**config.mk**
```make
export PLATFORM = sky130hd
export DESIGN_NAME = uart_tx_mmio
export DESIGN_NICKNAME = d
export VERILOG_FILES = /design/src/rtl/uart_tx_mmio_pkg.sv /design/src/rtl/uart_tx_mmio_sync_fifo.sv /design/src/rtl/uart_tx_mmio.sv
export SDC_FILE = /design/constraint.sdc
export NUM_CORES = 1
export LEC_CHECK = 0
export BUFFER_PORTS_ARGS = -buffer_cell sky130_fd_sc_hd__clkbuf_2
export CAP_MARGIN = 20
export CORE_ASPECT_RATIO = 1.75
export CORE_MARGIN = 1.5
export CORE_UTILIZATION = 52
export CTS_CLUSTER_DIAMETER = 200
export DETAILED_ROUTE_END_ITERATION = 6
export PLACE_DENSITY = 0.78
export SLEW_MARGIN = 30
export SYNTH_ARGS = -nofsm -noshare
export SYNTH_HDL_FRONTEND = slang
export SYNTH_HIERARCHICAL = 1
export SYNTH_SLANG_ARGS = --single-unit
```
**constraint.sdc**
```tcl
create_clock -name clk -period 2.9 [get_ports clk]
set_clock_uncertainty 0.15 [all_clocks]
set_input_delay 0.435 -clock clk [delete_from_list [all_inputs] [get_ports clk]]
set_output_delay 0.435 -clock clk [all_outputs]
set_load 0.01 [all_outputs]
```
**src/rtl/uart_tx_mmio_pkg.sv**
```systemverilog
// Shared definitions for the memory-mapped UART transmitter.
// Contents: register word offsets, STATUS bit positions, transmit FSM state
// encoding, and a helper that packs the STATUS byte.
// Ports: none (package).
package uart_tx_mmio_pkg;

   // Word offsets, decoded from mem_addr[3:2]
   localparam logic [1:0] REG_DATA   = 2'd0;
   localparam logic [1:0] REG_STATUS = 2'd1;

   // STATUS bit positions. A STATUS write with the OVF bit set clears OVF.
   localparam int STAT_BUSY      = 0;
   localparam int STAT_FULL      = 1;
   localparam int STAT_EMPTY     = 2;
   localparam int STAT_OVF       = 3;
   localparam int STAT_COUNT_LSB = 4;

   typedef enum logic [1:0] {
      ST_IDLE  = 2'd0,
      ST_START = 2'd1,
      ST_DATA  = 2'd2,
      ST_STOP  = 2'd3
   } tx_state_t;

   function automatic logic [7:0] status_byte(input logic       busy,
                                              input logic       full,
                                              input logic       empty,
                                              input logic       ovf,
                                              input logic [3:0] count);
      logic [7:0] s;
      s                       = '0;
      s[STAT_BUSY]            = busy;
      s[STAT_FULL]            = full;
      s[STAT_EMPTY]           = empty;
      s[STAT_OVF]             = ovf;
      s[STAT_COUNT_LSB +: 4]  = count;
      return s;
   endfunction

endpackage

```
**src/rtl/uart_tx_mmio_sync_fifo.sv**
```systemverilog
// Synchronous FIFO holding bytes waiting to be transmitted.
// Ports:
//   clk, resetn           - clock, synchronous active-low reset
//   push, push_data       - write one entry (ignored when full)
//   pop, pop_data         - pop_data shows the head combinationally; pop
//                           advances it (ignored when empty)
//   full, empty, count    - occupancy, count is $clog2(DEPTH)+1 bits wide
module uart_tx_mmio_sync_fifo #(
   parameter int WIDTH = 8,
   parameter int DEPTH = 4
) (
   input  logic                     clk,
   input  logic                     resetn,
   input  logic                     push,
   input  logic [WIDTH-1:0]         push_data,
   input  logic                     pop,
   output logic [WIDTH-1:0]         pop_data,
   output logic                     full,
   output logic                     empty,
   output logic [$clog2(DEPTH):0]   count
);

   localparam int PTR_W = $clog2(DEPTH);
   localparam logic [PTR_W:0] FULL_COUNT = (PTR_W+1)'(DEPTH);

   logic [WIDTH-1:0] mem [DEPTH];
   logic [PTR_W-1:0] wr_ptr_reg;
   logic [PTR_W-1:0] rd_ptr_reg;
   logic [PTR_W:0]   count_reg;
   logic             do_push;
   logic             do_pop;

   assign do_push  = push && !full;
   assign do_pop   = pop && !empty;
   assign full     = (count_reg == FULL_COUNT);
   assign empty    = (count_reg == '0);
   assign count    = count_reg;
   // The transmitter loads the head in the same cycle it pops, so the head
   // is read without a register stage.
   assign pop_data = mem[rd_ptr_reg];

   // Storage carries no reset; stale contents are unreachable once pointers reset.
   always_ff @(posedge clk) begin
      if (do_push) begin
         mem[wr_ptr_reg] <= push_data;
      end
   end

   // Power-of-two depth lets the pointers wrap by natural overflow.
   always_ff @(posedge clk) begin
      if (!resetn) begin
         wr_ptr_reg <= '0;
         rd_ptr_reg <= '0;
         count_reg  <= '0;
      end else begin
         if (do_push) wr_ptr_reg <= wr_ptr_reg + 1'b1;
         if (do_pop)  rd_ptr_reg <= rd_ptr_reg + 1'b1;
         case ({do_push, do_pop})
            2'b10:   count_reg <= count_reg + 1'b1;
            2'b01:   count_reg <= count_reg - 1'b1;
            default: count_reg <= count_reg;
         endcase
      end
   end

endmodule

```
**src/rtl/uart_tx_mmio.sv**
```systemverilog
// Memory-mapped UART transmitter (8N1) with a small TX FIFO.
// Register window: 16 bytes at BASE_ADDR. Word 0 = DATA (write-only, byte 0
// is queued), word 1 = STATUS (BUSY, FULL, EMPTY, OVF, count[7:4]).
// Ports:
//   clk, resetn  - clock, synchronous active-low reset
//   mem_addr     - byte address from the processor
//   mem_wdata    - write data
//   mem_wmask    - byte write enables, any bit set means write
//   mem_rstrb    - read strobe
//   mem_rdata    - registered read data, zero when the access missed the window
//   tx           - serial output, idle high
module uart_tx_mmio #(
   parameter int              XLEN         = 32,
   parameter logic [XLEN-1:0] BASE_ADDR    = 'h400000,
   parameter int              CLKS_PER_BIT = 104,
   parameter int              FIFO_DEPTH   = 4
) (
   input  logic            clk,
   input  logic            resetn,
   input  logic [XLEN-1:0] mem_addr,
   input  logic [XLEN-1:0] mem_wdata,
   input  logic [3:0]      mem_wmask,
   input  logic            mem_rstrb,
   output logic [XLEN-1:0] mem_rdata,
   output logic            tx
);

   import uart_tx_mmio_pkg::*;

   localparam int CNT_W  = $clog2(FIFO_DEPTH) + 1;
   localparam int BAUD_W = $clog2(CLKS_PER_BIT);
   localparam logic [BAUD_W-1:0] BAUD_LAST = BAUD_W'(CLKS_PER_BIT - 1);

   // Bus decode
   logic sel, wr_en, data_wr, status_wr, push_req, overflow;
   // FIFO interface
   logic             fifo_pop, fifo_full, fifo_empty;
   logic [7:0]       fifo_head;
   logic [CNT_W-1:0] fifo_count;
   // Transmitter state
   tx_state_t        state_reg;
   logic [BAUD_W-1:0] baud_reg;
   logic [2:0]       bit_idx_reg;
   logic [7:0]       shift_reg;
   logic             tx_reg;
   logic             ovf_reg;
   logic [XLEN-1:0]  rdata_reg;
   logic [XLEN-1:0]  status_word;
   logic             baud_done;
   logic             unused_bits;

   assign sel       = (mem_addr[XLEN-1:4] == BASE_ADDR[XLEN-1:4]);
   assign wr_en     = sel && (mem_wmask != 4'd0);
   assign data_wr   = wr_en && (mem_addr[3:2] == REG_DATA) && mem_wmask[0];
   assign status_wr = wr_en && (mem_addr[3:2] == REG_STATUS);
   // Fullness is judged before any same-cycle pop, so a write to a full FIFO
   // is always dropped.
   assign push_req  = data_wr && !fifo_full;
   assign overflow  = data_wr && fifo_full;

   assign baud_done = (baud_reg == BAUD_LAST);
   // Load a new byte from IDLE, or at the end of STOP so frames abut.
   assign fifo_pop  = !fifo_empty &&
                      ((state_reg == ST_IDLE) || ((state_reg == ST_STOP) && baud_done));

   uart_tx_mmio_sync_fifo #(
      .WIDTH (8),
      .DEPTH (FIFO_DEPTH)
   ) u_fifo (
      .clk       (clk),
      .resetn    (resetn),
      .push      (push_req),
      .push_data (mem_wdata[7:0]),
      .pop       (fifo_pop),
      .pop_data  (fifo_head),
      .full      (fifo_full),
      .empty     (fifo_empty),
      .count     (fifo_count)
   );

   always_ff @(posedge clk) begin
      if (!resetn) begin
         state_reg   <= ST_IDLE;
         baud_reg    <= '0;
         bit_idx_reg <= '0;
         shift_reg   <= '0;
         tx_reg      <= 1'b1;
      end else begin
         case (state_reg)
            ST_IDLE: begin
               if (!fifo_empty) begin
                  shift_reg <= fifo_head;
                  baud_reg  <= '0;
                  tx_reg    <= 1'b0;
                  state_reg <= ST_START;
               end
            end
            ST_START: begin
               if (baud_done) begin
                  baud_reg    <= '0;
                  bit_idx_reg <= '0;
                  tx_reg      <= shift_reg[0];
                  shift_reg   <= {1'b0, shift_reg[7:1]};
                  state_reg   <= ST_DATA;
               end else begin
                  baud_reg <= baud_reg + 1'b1;
               end
            end
            ST_DATA: begin
               if (baud_done) begin
                  baud_reg <= '0;
                  if (bit_idx_reg == 3'd7) begin
                     tx_reg    <= 1'b1;
                     state_reg <= ST_STOP;
                  end else begin
                     bit_idx_reg <= bit_idx_reg + 1'b1;
                     tx_reg      <= shift_reg[0];
                     shift_reg   <= {1'b0, shift_reg[7:1]};
                  end
               end else begin
                  baud_reg <= baud_reg + 1'b1;
               end
            end
            ST_STOP: begin
               if (baud_done) begin
                  baud_reg <= '0;
                  if (!fifo_empty) begin
                     shift_reg <= fifo_head;
                     tx_reg    <= 1'b0;
                     state_reg <= ST_START;
                  end else begin
                     state_reg <= ST_IDLE;
                  end
               end else begin
                  baud_reg <= baud_reg + 1'b1;
               end
            end
            default: state_reg <= ST_IDLE;
         endcase
      end
   end

   assign status_word = {{(XLEN-8){1'b0}},
                         status_byte(state_reg != ST_IDLE, fifo_full, fifo_empty,
                                     ovf_reg, 4'(fifo_count))};

   always_ff @(posedge clk) begin
      if (!resetn) begin
         ovf_reg   <= 1'b0;
         rdata_reg <= '0;
      end else begin
         // A dropped byte outranks a clear in the same cycle.
         if (overflow) begin
            ovf_reg <= 1'b1;
         end else if (status_wr && mem_wdata[STAT_OVF]) begin
            ovf_reg <= 1'b0;
         end
         // Held between strobes; a strobe outside the window reads zero.
         if (mem_rstrb) begin
            rdata_reg <= (sel && (mem_addr[3:2] == REG_STATUS)) ? status_word : '0;
         end
      end
   end

   assign mem_rdata = rdata_reg;
   assign tx        = tx_reg;

   // Address byte offset and upper write-data bytes carry no meaning here.
   assign unused_bits = ^{mem_addr[1:0], mem_wdata[XLEN-1:8]};

endmodule

```
### Word-level counts from Yosys, hierarchy flattened

Memories as Yosys holds them, arrays and structs flattened. A register that Yosys moved wholly into a read port is not among the register bits.
Index checks and enable logic that the tools add are counted.

| word-level totals | value |
|---|---|
| flip-flop bits (word level) | 61 |
| memory bits (writable) | 32 |
| logic and storage cells | 95 |
| memories | 1 |

Memory list:

| name | depth | bits a word | rd ports | clocked after memory_dff | wr ports | line | RTL |
|---|---|---|---|---|---|---|---|
| u_fifo.mem | 4 | 8 | 1 | 1 | 1 | uart_tx_mmio_sync_fifo.sv:26 | `logic [WIDTH-1:0] mem [DEPTH];` |

| operators by class | value |
|---|---|
| add/sub/neg operators | 6 |
| equality and inequality tests | 16 |
| muxes and demuxes | 34 |
| reductions and logical operators | 28 |

Operator list:

| kind | count |
|---|---|
| $mux 8 | 5 |
| $pmux 8 s4 | 1 |
| $eq 28x19->1 const B | 1 |
| $mux 7 | 3 |
| $mux 2 | 7 |
| $pmux 7 s2 | 1 |
| $logic_and 1x1->1 | 12 |
| $ne 2x2->1 const B | 6 |
| $pmux 3 s2 | 2 |
| $mux 1 | 10 |
| $mux 3 | 3 |
| $pmux 2 s4 | 1 |
| $reduce_and 4->1 | 2 |
| $reduce_bool 2->1 | 4 |
| $add 7x1->7 const B | 1 |
| $eq 7x7->1 const B | 1 |
| $add 3x1->3 const B | 2 |
| $eq 2x1->1 const B | 3 |
| $eq 2x2->1 const B | 3 |
| $eq 3x3->1 const B | 2 |
| $reduce_and 5->1 | 1 |
| $add 2x1->2 const B | 2 |
| $logic_not 2->1 | 2 |
| $pmux 1 s4 | 1 |
| other kinds (7) | 8 |

### Depth between registers and ports, before layout

| depth | value |
|---|---|
| depth in word-level cells | 8 |
| mapped depth | 12 |
| depth with buffers taken out | 12 |

### Hierarchy

The synthesis kept the hierarchy.

Modules (own cells, without submodules):

| module | instances | cells each | area an instance (um^2) | seq. area each (um^2) |
|---|---|---|---|---|
| uart_tx_mmio | 1 | 220 | 1,883.1 | 580.6 |
| uart_tx_mmio_sync_fifo | 1 | 96 | 1,644.1 | 1,141.1 |

### Worst setup path before layout

OpenSTA, ideal clock, no wires.

| timing path | value |
|---|---|
| path type | input-to-reg |
| from | input mem_addr[14] |
| to | register u_fifo.count_reg[2], in the netlist u_fifo/count[2] |
| setup time | 70 ps |
| arrival time | 2,454 ps |
| data required time | 2,680 ps |
| slack | 226 ps |
| stages on the path | 12 |
| buffers on the path | 1 |
| path through | nor4_2 > nand4_2 > nor4b_1 > nor2b_1 > buf_2 > inv_2 > ha_1 > inv_1 > fa_1 > xor2_1 > or3_1 > a21boi_1 |

| between the ends | value |
|---|---|
| cells in the longest elaborated chain, start to end | 8 |
| elaborated cells on any way between the ends | 10 |

Ends and longest elaborated chain:

| what | line | RTL |
|---|---|---|
| start: declaration | uart_tx_mmio.sv:20 | `input logic [XLEN-1:0] mem_addr,` |
| $eq 28x19->1 (*) | uart_tx_mmio.sv:52 | `assign sel = (mem_addr[XLEN-1:4] == BASE_ADDR[XLEN-1:4]);` |
| $logic_and 1x1->1 (*) | uart_tx_mmio.sv:53 | `assign wr_en = sel && (mem_wmask != 4'd0);` |
| $logic_and 1x1->1 (*) (2 in a row) | uart_tx_mmio.sv:54 | `assign data_wr = wr_en && (mem_addr[3:2] == REG_DATA) && mem_wmask[0];` |
| $logic_and 1x1->1 (*) | uart_tx_mmio.sv:58 | `assign push_req = data_wr && !fifo_full;` |
| named net push_req | uart_tx_mmio.sv:35 | `logic sel, wr_en, data_wr, status_wr, push_req, overflow;` |
| $logic_and 1x1->1 (*) | uart_tx_mmio_sync_fifo.sv:33 | `assign do_push = push && !full;` |
| $eq 2x1->1 or $eq 2x2->1 (tied branches) | uart_tx_mmio_sync_fifo.sv:58 | `case ({do_push, do_pop})` |
| $pmux 3 s2 or $reduce_bool 2->1 (tied branches) | - |  |
| end signal: assignment | uart_tx_mmio_sync_fifo.sv:59 | `2'b10: count_reg <= count_reg + 1'b1;` |
| end signal: assignment | uart_tx_mmio_sync_fifo.sv:60 | `2'b01: count_reg <= count_reg - 1'b1;` |
| end signal: assignment | uart_tx_mmio_sync_fifo.sv:61 | `default: count_reg <= count_reg;` |
| end: declaration | uart_tx_mmio_sync_fifo.sv:29 | `logic [PTR_W:0] count_reg;` |

Mark *: on every way through the listed nets, which the timed path passes. The rest lies on a longest branch.
A chain may end at the register's enable or synchronous reset.

### Worst setup path in the final report

| timing path | value |
|---|---|
| from | register baud_reg[3] |
| to | register u_fifo.count_reg[2], in the netlist u_fifo/count[2] |

| between the ends | value |
|---|---|
| cells in the longest elaborated chain, start to end | 7 |
| elaborated cells on any way between the ends | 9 |

Ends and longest elaborated chain:

| what | line | RTL |
|---|---|---|
| start: declaration | uart_tx_mmio.sv:42 | `logic [BAUD_W-1:0] baud_reg;` |
| start signal: assignment | uart_tx_mmio.sv:106 | `baud_reg <= baud_reg + 1'b1;` |
| start signal: assignment | uart_tx_mmio.sv:121 | `baud_reg <= baud_reg + 1'b1;` |
| start signal: assignment | uart_tx_mmio.sv:135 | `baud_reg <= baud_reg + 1'b1;` |
| $eq 7x7->1 (*) | uart_tx_mmio.sv:61 | `assign baud_done = (baud_reg == BAUD_LAST);` |
| $logic_and 1x1->1 (*) | uart_tx_mmio.sv:64 | `((state_reg == ST_IDLE) \|\| ((state_reg == ST_STOP) && baud_done));` |
| $logic_or 1x1->1 (*) | uart_tx_mmio.sv:64 |  |
| $logic_and 1x1->1 (*) | uart_tx_mmio.sv:63 | `assign fifo_pop = !fifo_empty &&` |
| named net fifo_pop | uart_tx_mmio.sv:37 | `logic fifo_pop, fifo_full, fifo_empty;` |
| $logic_and 1x1->1 (*) | uart_tx_mmio_sync_fifo.sv:34 | `assign do_pop = pop && !empty;` |
| named net u_fifo.do_pop | uart_tx_mmio_sync_fifo.sv:31 | `logic do_pop;` |
| $eq 2x1->1 or $eq 2x2->1 (tied branches) | uart_tx_mmio_sync_fifo.sv:58 |  |
| $pmux 3 s2 or $reduce_bool 2->1 (tied branches) | - |  |

Marked as above.

==> impl_metrics.py <==
metrics = {
    "setup_path": {
        "critPathArrivalTime_ps": 2800,
        "ff2ff_setup_slack_ps": 210,
        "worstSetupStartpointType": "flip-flop",
        "worstReg2RegStart": "baud_reg[3]",
        "cp-end-kind": "flip-flop",
        "critPathKind": "reg2reg",
        "cp.required_ps": 3010,
        "reg2reg_depth": 11,
        "r2r_end": "u_fifo/count[2]",
        "crit_buf_inv": 1,
        "crit_fanout": 5,
        "crit_chain": "nand4bb_1 > nor2_4 > a21oi_1 > nor2_2 > nor2b_4 > ha_1 > inv_1 > fa_1 > xor2_1 > or3_1 > a21boi_1",
        "critPathTopFamily": "simple AND/OR/NAND/NOR gates",
        "critPathMaxStageDelay_ps": 370,
        "worst_path_max_delay_cell": "fa_1",
    },
    "floorplan": {
        "die_w_um": 65.3,
        "die_y_um": 112,
        "core_region_area_mm2": 0.00654,
        "start_util_pct": 53.9,
        "fp-row-count": 39,
        "die-area_mm2": 0.00731,
        "ios": 104,
    },
    "final_layout": {
        "diodes": 0,
        "post-route-util_pct": 62.7,
        "fin_cells": 463,
        "layout_commonest_cell": "clkbuf_2",
        "nNetsFinal": 461,
        "drive_gt1_share_pct": 28.9,
        "largest_reg_flops": 32,
        "synthToLayoutAreaGrowth_pct": 16.3,
        "mostFrequentLayoutCells": "clkbuf_2, dfxtp_1, nand2_1",
        "fillers": 544,
    },
    "min_path": {
        "hold_depth": 1,
        "hold_path_class": "in2reg",
        "holdPathEnd": "u_fifo/mem[2][2]",
        "min_from": "mem_wdata[2]",
    },
    "timing": {
        "tns_ps": 0,
        "post-route-period-util_pct": 92.8,
        "slew_headroom_pct": 56.7,
        "fmax_mhz": 372,
        "finalSetupViolCount": 0,
        "drv_slew": 0,
        "period_minus_slack_ps": 2690,
        "rsz0062_at_grt": "false",
        "worst_slew_pin_slew_ps": 650,
        "worst_slack_ps": 208,
        "final_hold_viol_count": 0,
    },
    "synthesis": {
        "synth_top_area_cell": "edfxtp_1",
        "syn_inst": 316,
        "ys_seq_elements": 70,
        "async_flop_share_pct": 0,
        "synth_top_area_share_pct": 27.2,
        "syn_area_per_cell_um2": 11.2,
        "synth-seq-area-share_pct": 48.8,
        "synth_edf_count": 32,
        "syn-cell-area_mm2": 0.00353,
        "yosys_warnings": 6,
        "synthTopCellsByArea": "edfxtp_1, dfxtp_1, buf_4, mux4_2, ha_1",
        "synth.distinct_cells": 55,
        "synth_flop_cell": "dfxtp_1",
    },
    "place": {
        "hpwl_mm": 4.67,
        "portBuffers": 52,
        "gp_congestion": 0.761,
        "dp_worst_setup_slack_ps": 31.5,
        "dp.cells": 446,
    },
    "clock_tree": {
        "cts.sink_count": 70,
        "numCtsBuffers": 9,
        "cts_tree": "yes",
        "cts.reportedPaths.clkPinSlew_ps": 50,
        "cts_max_level": 3,
        "cts_buffer_depth": 2,
        "insertion_delay_ps": 330,
        "cts_root_buffer": "clkbuf_16",
    },
    "grt": {
        "grt_pass1_vias": 2400,
        "grt_max_degree": 34,
        "grtUsageTotal_pct": 19.3,
        "antenna_found_initial": 0,
        "grt_pass1_wl_mm": 10.8,
        "grt_remaining_overflow": 0,
    },
    "drt": {
        "wl_per_cell_um": 13.8,
        "drcViolationCount": 0,
        "drtAntennaViolNets": 0,
        "vias_per_cell": 5.33,
        "vias": 2470,
        "dr.pass1.iters": 4,
        "drt_iter0_markers": 110,
        "routed_wl_mm": 6.39,
    },
    "job": {
        "drv_cap": 0,
    },
    "power_and_ir_drop": {
        "powerDensity_mw_per_mm2": 594,
        "peakVddDrop_mv": 0.480,
        "leakagePower_nw": 1.59,
    },
    "outcome": {
        "outcome": "finished clean",
    },
}
## repair_timing
action	CTS	global route
hold buffers	0	0
resized for setup	0	7
endpoints found under the setup margin	0	2
buffers inserted	0	1
## routing by layer
| layer | GRT usage (%) | routed length [um] | part of all wire [%] |
|---|---|---|---|
| met5 | 0 | 0 | 0 |
| met4 | 9.17 | 163 | 2.6 |
| met2 | 34.5 | 3610 | 57 |
| met3 | 4.95 | 237 | 3.7 |
| met1 | 20.4 | 2370 | 37 |
## how the worst max path moves through the flow
stage,cells past startpoint,start,end
3_3_place_gp,12,baud_reg[0],u_fifo/count[2]
6_report,11,baud_reg[3],u_fifo/count[2]
4_1_cts,12,baud_reg[0],u_fifo/count[2]
3_5_place_dp,12,baud_reg[0],u_fifo/count[2]
5_1_grt,12,baud_reg[0],u_fifo/count[2]
2_1_floorplan,12,mem_addr[14],u_fifo/count[2]
## per-stage QoR
| stage | power [mW] | area (um2) | hold slack (ps) |
|---|---|---|---|
| 6_report | 2.44 | 4100 | 172 |
| 5_1_grt | 2.55 | 4100 | 170 |
| 4_1_cts | 2.45 | 4070 | 162 |
| 3_5_place_dp | 1.48 | 3810 | 303 |
| 3_3_place_gp | 1.47 | 3810 | 293 |
| 2_1_floorplan | 1.40 | 3620 | 285 |
## cells in the mapped netlist, drive strengths merged, types with 4 or more instances
| library cell | number |
|---|---|
| nor3 | 5 |
| o21a | 6 |
| nand3 | 4 |
| dfxtp | 38 |
| edfxtp | 32 |
| mux2 | 7 |
| clkbuf | 6 |
| and2 | 7 |
| nand2 | 35 |
| mux4 | 8 |
| mux2i | 11 |
| ha | 13 |
| nor2 | 9 |
| nor2b | 11 |
| buf | 30 |
| inv | 17 |
| nor4 | 11 |
| o21ai | 11 |
| a21oi | 6 |
## logic make-up (layout without fill, tap and decap cells)
logic type / count (synthesis) / in the layout / synth area share (%)
compound gates: 45 / 45 / 9.01
xor+xnor: 2 / 2 / 0.497
fa+ha+maj: 14 / 14 / 5.18
buf+inv: 53 / 94 / 8.44
flops: 70 / 70 / 48.8
mux: 26 / 26 / 10.5
other cells: 1 / 25 / 0.106
simple gates: 105 / 105 / 17.5
## final cells by class
type,instances,area [um2],area share (%)
Timing Repair Buffer,61,328,7.99
Multi-Input combinational cell,217,1620,39.4
Inverter,17,63.8,1.56
Sequential cell,70,1720,42.0
Tap cell,82,103,2.50
Clock buffer,10,229,5.58
Clock inverter,6,38.8,0.945
## power by group
part | switching, mW | internal, mW
clock network | 0.393 | 0.574
logic | 0.209 | 0.163
registers | 0.0250 | 1.07
Note: power is estimated with default switching activity, not from simulation.
